[config.mk]
export PLATFORM = sky130hd
export DESIGN_NAME = bar_decoder
export DESIGN_NICKNAME = d
export VERILOG_FILES = /design/src/rtl/bar_decoder_pkg.sv /design/src/rtl/bar_decoder_classify.sv /design/src/rtl/bar_decoder.sv
export SDC_FILE = /design/constraint.sdc
export NUM_CORES = 1
export LEC_CHECK = 0
export ABC_CLOCK_PERIOD_IN_PS = 4300
export BUFFER_PORTS_ARGS = -buffer_cell sky130_fd_sc_hd__buf_4
export CAP_MARGIN = 20
export CORE_ASPECT_RATIO = 1.25
export CORE_MARGIN = 10
export CORE_UTILIZATION = 53
export DETAILED_ROUTE_END_ITERATION = 7
export MAX_ROUTING_LAYER = met4
export PLACE_DENSITY = 0.77
export SYNTH_ARGS = -nofsm -noshare
export SYNTH_HDL_FRONTEND = slang
export SYNTH_SLANG_ARGS = --single-unit
export TNS_END_PERCENT = 30
[constraint.sdc]
create_clock -name CLK -period 4.3 [get_ports CLK]
set_clock_uncertainty 0.05 [all_clocks]
set_input_delay 1.29 -clock CLK [delete_from_list [all_inputs] [get_ports CLK]]
set_output_delay 1.29 -clock CLK [all_outputs]
set_load 0.005 [all_outputs]
[src/rtl/bar_decoder_pkg.sv]
// Shared types and helpers for the bar-graph loopback decoder.
// Optional error counter build macro: BAR_DECODER_ERRCNT_EN (used in bar_decoder.sv).
package bar_decoder_pkg;

  typedef enum logic [1:0] {
    HUNT   = 2'd0,
    ACQ    = 2'd1,
    LOCKED = 2'd2
  } state_t;

  localparam logic [7:0] BAR_LIT1 = 8'h80;
  localparam logic [7:0] BAR_LIT2 = 8'hC0;
  localparam logic [7:0] BAR_LIT3 = 8'hE0;
  localparam logic [7:0] BAR_LIT4 = 8'hF0;
  localparam logic [7:0] BAR_LIT5 = 8'hF8;
  localparam logic [7:0] BAR_LIT6 = 8'hFC;
  localparam logic [7:0] BAR_LIT7 = 8'hFE;
  localparam logic [7:0] BAR_LIT8 = 8'hFF;

  // Element [n] holds the pattern with n+1 lit segments.
  localparam logic [7:0][7:0] BAR_PATTERNS = {
    BAR_LIT8, BAR_LIT7, BAR_LIT6, BAR_LIT5,
    BAR_LIT4, BAR_LIT3, BAR_LIT2, BAR_LIT1
  };

  typedef struct packed {
    logic       valid;
    logic [3:0] cnt;
  } pair_t;

  // Counts 0..7 light k+1 segments, counts 8..15 light 16-k segments.
  function automatic logic [7:0] bar_of(input logic [3:0] k);
    logic [2:0] idx;
    idx = k[3] ? 3'(4'd15 - k) : k[2:0];
    return BAR_PATTERNS[idx];
  endfunction

  // Resolves the source count from two consecutive lit lengths; 16-l wraps to -l in 4 bits.
  function automatic pair_t pair_cnt(input logic [3:0] p, input logic [3:0] l);
    pair_t r;
    r.valid = 1'b0;
    r.cnt   = 4'd0;
    if (l == p + 4'd1) begin
      r.valid = 1'b1;
      r.cnt   = l - 4'd1;
    end else if (l + 4'd1 == p) begin
      r.valid = 1'b1;
      r.cnt   = 4'd0 - l;
    end else if ((l == p) && (l == 4'd8)) begin
      r.valid = 1'b1;
      r.cnt   = 4'd8;
    end else if ((l == p) && (l == 4'd1)) begin
      r.valid = 1'b1;
      r.cnt   = 4'd0;
    end
    return r;
  endfunction

endpackage

[src/rtl/bar_decoder_classify.sv]
// Combinational legality check of one bar sample; reports its lit length.
module bar_classify
  import bar_decoder_pkg::*;
(
  input  logic [7:0] i_bar,
  output logic       o_legal,
  output logic [3:0] o_level
);

  always_comb begin
    o_legal = 1'b0;
    o_level = 4'd0;
    for (int i = 0; i < 8; i++) begin
      if (i_bar == BAR_PATTERNS[i]) begin
        o_legal = 1'b1;
        o_level = 4'(i + 1);
      end
    end
  end

endmodule

[src/rtl/bar_decoder.sv]
// Bar-graph receive decoder: validates samples, recovers the 0..15 count and locks on.
// Define BAR_DECODER_ERRCNT_EN to build the saturating err_total counter; otherwise it reads 0.
module bar_decoder
  import bar_decoder_pkg::*;
#(
  parameter int LOCK_CNT  = 2,
  parameter int ERR_CNT_W = 8
) (
  input  logic                 CLK,
  input  logic                 RST_N,
  input  logic                 in_valid,
  input  logic [7:0]           bar,
  output logic                 out_valid,
  output logic [3:0]           cnt,
  output logic [3:0]           level,
  output logic                 locked,
  output logic                 err,
  output logic [ERR_CNT_W-1:0] err_total
);

  localparam logic [2:0] LOCK_RUN = 3'(LOCK_CNT);

  state_t     r_state;
  logic       r_known;
  logic [2:0] r_run;
  logic [3:0] r_ref;
  logic [3:0] r_cnt;
  logic [3:0] r_level;
  logic       r_out_valid;
  logic       r_err;

  state_t     w_state_nxt;
  logic       w_known_nxt;
  logic [2:0] w_run_nxt;
  logic [3:0] w_ref_nxt;
  logic [3:0] w_cnt_nxt;
  logic [3:0] w_level_nxt;
  logic       w_out_valid_nxt;
  logic       w_err_nxt;

  logic       w_legal;
  logic [3:0] w_bar_level;
  logic [3:0] w_pred;
  logic       w_match;
  logic [2:0] w_run_inc;
  pair_t      w_pair;

  bar_classify u_classify (
    .i_bar   (bar),
    .o_legal (w_legal),
    .o_level (w_bar_level)
  );

  assign w_pred    = r_cnt + 4'd1;
  assign w_match   = (bar == bar_of(w_pred));
  assign w_run_inc = r_run + 3'd1;
  assign w_pair    = pair_cnt(r_ref, w_bar_level);

  always_ff @(posedge CLK) begin
    if (!RST_N) begin
      r_state     <= HUNT;
      r_known     <= 1'b0;
      r_run       <= 3'd0;
      r_ref       <= 4'd0;
      r_cnt       <= 4'd0;
      r_level     <= 4'd0;
      r_out_valid <= 1'b0;
      r_err       <= 1'b0;
    end else begin
      r_state     <= w_state_nxt;
      r_known     <= w_known_nxt;
      r_run       <= w_run_nxt;
      r_ref       <= w_ref_nxt;
      r_cnt       <= w_cnt_nxt;
      r_level     <= w_level_nxt;
      r_out_valid <= w_out_valid_nxt;
      r_err       <= w_err_nxt;
    end
  end

  // Every legal sample seen while the count is unknown becomes the new pairing reference.
  always_comb begin
    w_state_nxt     = r_state;
    w_known_nxt     = r_known;
    w_run_nxt       = r_run;
    w_ref_nxt       = r_ref;
    w_cnt_nxt       = r_cnt;
    w_level_nxt     = r_level;
    w_out_valid_nxt = 1'b0;
    w_err_nxt       = 1'b0;
    if (in_valid) begin
      if (w_legal) begin
        w_level_nxt = w_bar_level;
      end
      unique case (r_state)
        HUNT: begin
          if (w_legal) begin
            w_state_nxt = ACQ;
            w_ref_nxt   = w_bar_level;
            w_known_nxt = 1'b0;
            w_run_nxt   = 3'd0;
          end else begin
            w_err_nxt = 1'b1;
          end
        end
        ACQ: begin
          if (!w_legal) begin
            w_state_nxt = HUNT;
            w_err_nxt   = 1'b1;
            w_known_nxt = 1'b0;
            w_run_nxt   = 3'd0;
          end else if (!r_known) begin
            w_ref_nxt = w_bar_level;
            if (w_pair.valid) begin
              w_cnt_nxt   = w_pair.cnt;
              w_known_nxt = 1'b1;
              w_run_nxt   = 3'd1;
              if (3'd1 >= LOCK_RUN) begin
                w_state_nxt     = LOCKED;
                w_out_valid_nxt = 1'b1;
              end
            end
          end else if (w_match) begin
            w_cnt_nxt = w_pred;
            w_run_nxt = w_run_inc;
            w_ref_nxt = w_bar_level;
            if (w_run_inc >= LOCK_RUN) begin
              w_state_nxt     = LOCKED;
              w_out_valid_nxt = 1'b1;
            end
          end else begin
            w_known_nxt = 1'b0;
            w_run_nxt   = 3'd0;
            w_ref_nxt   = w_bar_level;
          end
        end
        LOCKED: begin
          if (w_match) begin
            w_out_valid_nxt = 1'b1;
            w_cnt_nxt       = w_pred;
            w_ref_nxt       = w_bar_level;
          end else begin
            w_err_nxt   = 1'b1;
            w_known_nxt = 1'b0;
            w_run_nxt   = 3'd0;
            if (w_legal) begin
              w_state_nxt = ACQ;
              w_ref_nxt   = w_bar_level;
            end else begin
              w_state_nxt = HUNT;
            end
          end
        end
        default: begin
          w_state_nxt = HUNT;
          w_known_nxt = 1'b0;
          w_run_nxt   = 3'd0;
        end
      endcase
    end
  end

  assign out_valid = r_out_valid;
  assign cnt       = r_cnt;
  assign level     = r_level;
  assign err       = r_err;
  assign locked    = (r_state == LOCKED);

`ifdef BAR_DECODER_ERRCNT_EN
  logic [ERR_CNT_W-1:0] r_err_total;

  // Counts alongside the err pulse so both become visible on the same cycle.
  always_ff @(posedge CLK) begin
    if (!RST_N) begin
      r_err_total <= '0;
    end else if (w_err_nxt && (r_err_total != '1)) begin
      r_err_total <= r_err_total + ERR_CNT_W'(1);
    end
  end

  assign err_total = r_err_total;
`else
  assign err_total = '0;
`endif

endmodule

==> flow_summary_export.csv <==
group,metric,value,unit
power,vdd_ir_drop_max,0.000223,V
floorplan,die_w,77.8,um
floorplan,initial_core_util,0.545,
final_layout,finish.utilization,0.620,
floorplan,die_y,92.3,um
final_layout,drive_above_1_share,0.212,
sta,final.setup.worst_slack,0.167,ns
route,remaining_drc_errors,0,
sta,setup_viol,0,
clock_network,cts_resized,0,
worst_setup_path,crit_cells,12,
final_layout,nets,320,
worst_setup_path,r2r_cells,8,
logic_synthesis,syn_avg_cell_area,8.21,sq um
worst_setup_path,cp_max_fo,4,
final_layout,diodes,0,
worst_setup_path,crit_start,"bar[3]",
route,post_drt_wl_per_cell,14.8,um
worst_setup_path,crit_required,4.46,ns
clock_network,post-cts-setup-buffers,0,
sta,worst_pin_slew,0.694,ns
clock_network,clockRootBuffer,"clkbuf_8",
grt,grt_max_degree,26,
worst_setup_path,cp_num_buf_inv,1,
power,power_leakage,1.00,nW
grt,grt_pass1_wl,8810,um
power,power_switching,0.108,mW
floorplan,die_area,7180,sq um
grt,first_global_vias,1939,
worst_setup_path,reg2reg_from,"cnt[1]",
power,sequentialPowerShare,0.463,
floorplan,row_count,26,
sta,fmax,0.242,GHz
worst_setup_path,critical_path.reg2reg.endpoint,"r_run[1]",
logic_synthesis,yosysSeqAreaShare,0.181,
place,dp_hpwl,4010,um
clock_network,clockBufferDepth,2,
logic_synthesis,ys_ff_latch,20,
power,p_int,0.300,mW
sta,hold_viol,0,
worst_setup_path,reg2reg_slack,0.80,ns
power,pwr_density_cell,162,nW/um^2
logic_synthesis,yosysUniqueCellTypes,75,
worst_setup_path,crit_slowest_cell,"or4b_4",
logic_synthesis,synth_warnings,0,
worst_hold_path,hold-path-cell-count,2,
sta,tns,0,ns
clock_network,cts_tree,"done",
worst_hold_path,hp-class,"flip-flop to flip-flop",
route,antenna_left,0,
route,viasPerCell,5.79,
grt,antenna_found_initial,0,
final_layout,fillerInstances,380,
clock_network,clk_pin_slew,0.07,ns
sta,fin_crit,4.13,ns
route,num_vias,2045,
clock_network,cts_max_level,1,
route,first_pass_iters,4,
clock_network,cts_sinks,20,
grt,groute.usage.overall,0.147,
grt,overflow,0,
logic_synthesis,synth_enable_flop_cells,0,
place,gp_congestion,0.840,
logic_synthesis,synthCells,270,
floorplan,coreArea,4070,sq um
worst_setup_path,cpPeakStageDelay,0.52,ns
floorplan,num_io_pins,30,
place,pre_cts_ws,-0.0939,ns
route,wirelength,5220,um
sta,maxSlewHeadroom,0.536,
place,dp.cells,349,
final_layout,finish.cell_count_without_fillers,353,
sta,drv_slew,0,
worst_setup_path,crit_family,"simple AND/OR/NAND/NOR gates",
clock_network,insertion_delay,0.27,ns
logic_synthesis,syn_area,2220,sq um
place,port_buffers,21,
job,cap_violations,0,
worst_setup_path,path_class,"primary input to flip-flop",
sta,post-route-period-util,0.961,
worst_setup_path,endpoint,"r_run[1]",
clock_network,postCtsHoldBufs,0,
clock_network,cts_buffers,3,
logic_synthesis,ys.flop_type,"dfxtp_1",
power,pwr-share-clk,0.359,
power,p_comb_frac,0.178,
worst_setup_path,end_kind,"flip-flop",
power,sw_frac_of_total,0.265,
logic_synthesis,synth-async-reset-ratio,0,
route,drt-initial-drc-count,121,
worst_setup_path,arrival,4.29,ns
final_layout,area_growth,13.7,%
worst_setup_path,critical_path.cell_chain,"buf_4 -> or3_4 -> or4_4 -> and2_4 -> ha_4 -> xnor2_1 -> nand3_1 -> or4b_4 -> o211ai_4 -> nor3b_2 -> or4_1 -> a21boi_1",
sta,rsz0062_at_grt,"no",
run_status,status,"finished clean",
worst_setup_path,cp-start-kind,"primary input",
==> through the flow <==
step / total power [mW] / hold slack [ns] / instance area (sq um)
floorplan: 0.245 / 0.415 / 2250
finish: 0.409 / 0.456 / 2520
CTS: 0.411 / 0.456 / 2520
global placement: 0.264 / 0.440 / 2460
global route: 0.428 / 0.476 / 2520
detailed placement: 0.265 / 0.440 / 2460
==> cells in the mapped netlist, types with 6 or more instances <==
library cell  instances  area [sq um]
a21oi_1              13          65.1
and2_1                6          37.5
buf_2                 7          35.0
buf_4                 8          60.1
dfxtp_1              20           400
ha_1                 11           138
inv_1                18          67.6
nand2_1              18          67.6
nand3_1              10          50.1
nor2_1                7          26.3
nor2b_1               6          37.5
nor3_1                9          45.0
o21ai_0              12          60.1
xnor2_1              10          87.6
==> worst min-delay path: stages (launching register included) <==
cell and delay [ns]:
dfxtp_1 0.33, o21ai_0 0.08, a21boi_1 0.06
==> worst min-delay path by stage <==
| stage | from | to | slack (ns) |
|---|---|---|---|
| 2_1_floorplan | r_run[1] | r_run[1] | 0.41 |
| 3_3_place_gp | r_run[1] | r_run[1] | 0.44 |
| 3_5_place_dp | r_run[1] | r_run[1] | 0.44 |
| 4_1_cts | r_run[1] | r_run[1] | 0.46 |
| 5_1_grt | r_run[1] | r_run[1] | 0.48 |
| 6_report | r_run[1] | r_run[1] | 0.46 |
==> power groups by stage <==
stage / sequential (mW) / combinational (mW) / clock (mW)
finish: 0.189 / 0.0726 / 0.147
global route: 0.189 / 0.0798 / 0.159
CTS: 0.189 / 0.0724 / 0.149
detailed placement: 0.193 / 0.0717 / 0
global placement: 0.193 / 0.0702 / 0
floorplan: 0.193 / 0.0528 / 0
==> routing by layer <==
layer  vias up  share of wire  GRT usage
met3         5          0.046     0.0290
met2        47           0.51      0.244
li1       1038              -          -
met5         -              0          -
met1       955           0.43      0.171
met4         0          0.011     0.0503
==> cells by family after synthesis <==
family | Yosys count | share of synthesized area
adders and majority gates | 11 | 0.0621
AOI/OAI and AO/OA | 79 | 0.287
buffers and inverters | 40 | 0.0960
muxes | 2 | 0.00903
and+or+nand+nor | 99 | 0.277
xor gates and xnor gates | 18 | 0.0870
DFF | 20 | 0.181
other | 1 | 0.00169
==> flip-flops by register name, indices dropped and copies added, names as in the netlist <==
register	count
cnt	4
err	1
r_state	2
level	4
r_known	1
out_valid	1
r_run	3
r_ref	4
==> cell type report <==
type | count | area (sq um) | share of cell area
tap | 56 | 70.1 | 0.0278
clock buffer | 4 | 55.1 | 0.0218
multi-input combinational | 217 | 1640 | 0.651
sequential | 20 | 400 | 0.159
timing repair buffer | 38 | 285 | 0.113
inverter | 18 | 67.6 | 0.0268
==> cells in the final DEF (no fill, tap or decap), types with 3 or more instances in the layout <==
cell type  count
a21oi_1       13
or3_1          3
o22ai_1        3
buf_4         38
and2_1         6
clkbuf_8       4
xor2_1         5
conb_1         8
nor2b_1        6
nand3_1       10
a22oi_1        4
a21boi_1       4
xnor2_1       10
and3_1         5
nand2b_1       5
o211ai_1       4
o21ai_0       12
nor3_1         9
dfxtp_1       20
nand2_1       18
nand3b_1       4
ha_1          10
inv_1         18
or2_1          3
a31oi_1        5
nor2_1         7
Power figures use the tool's default switching activity.
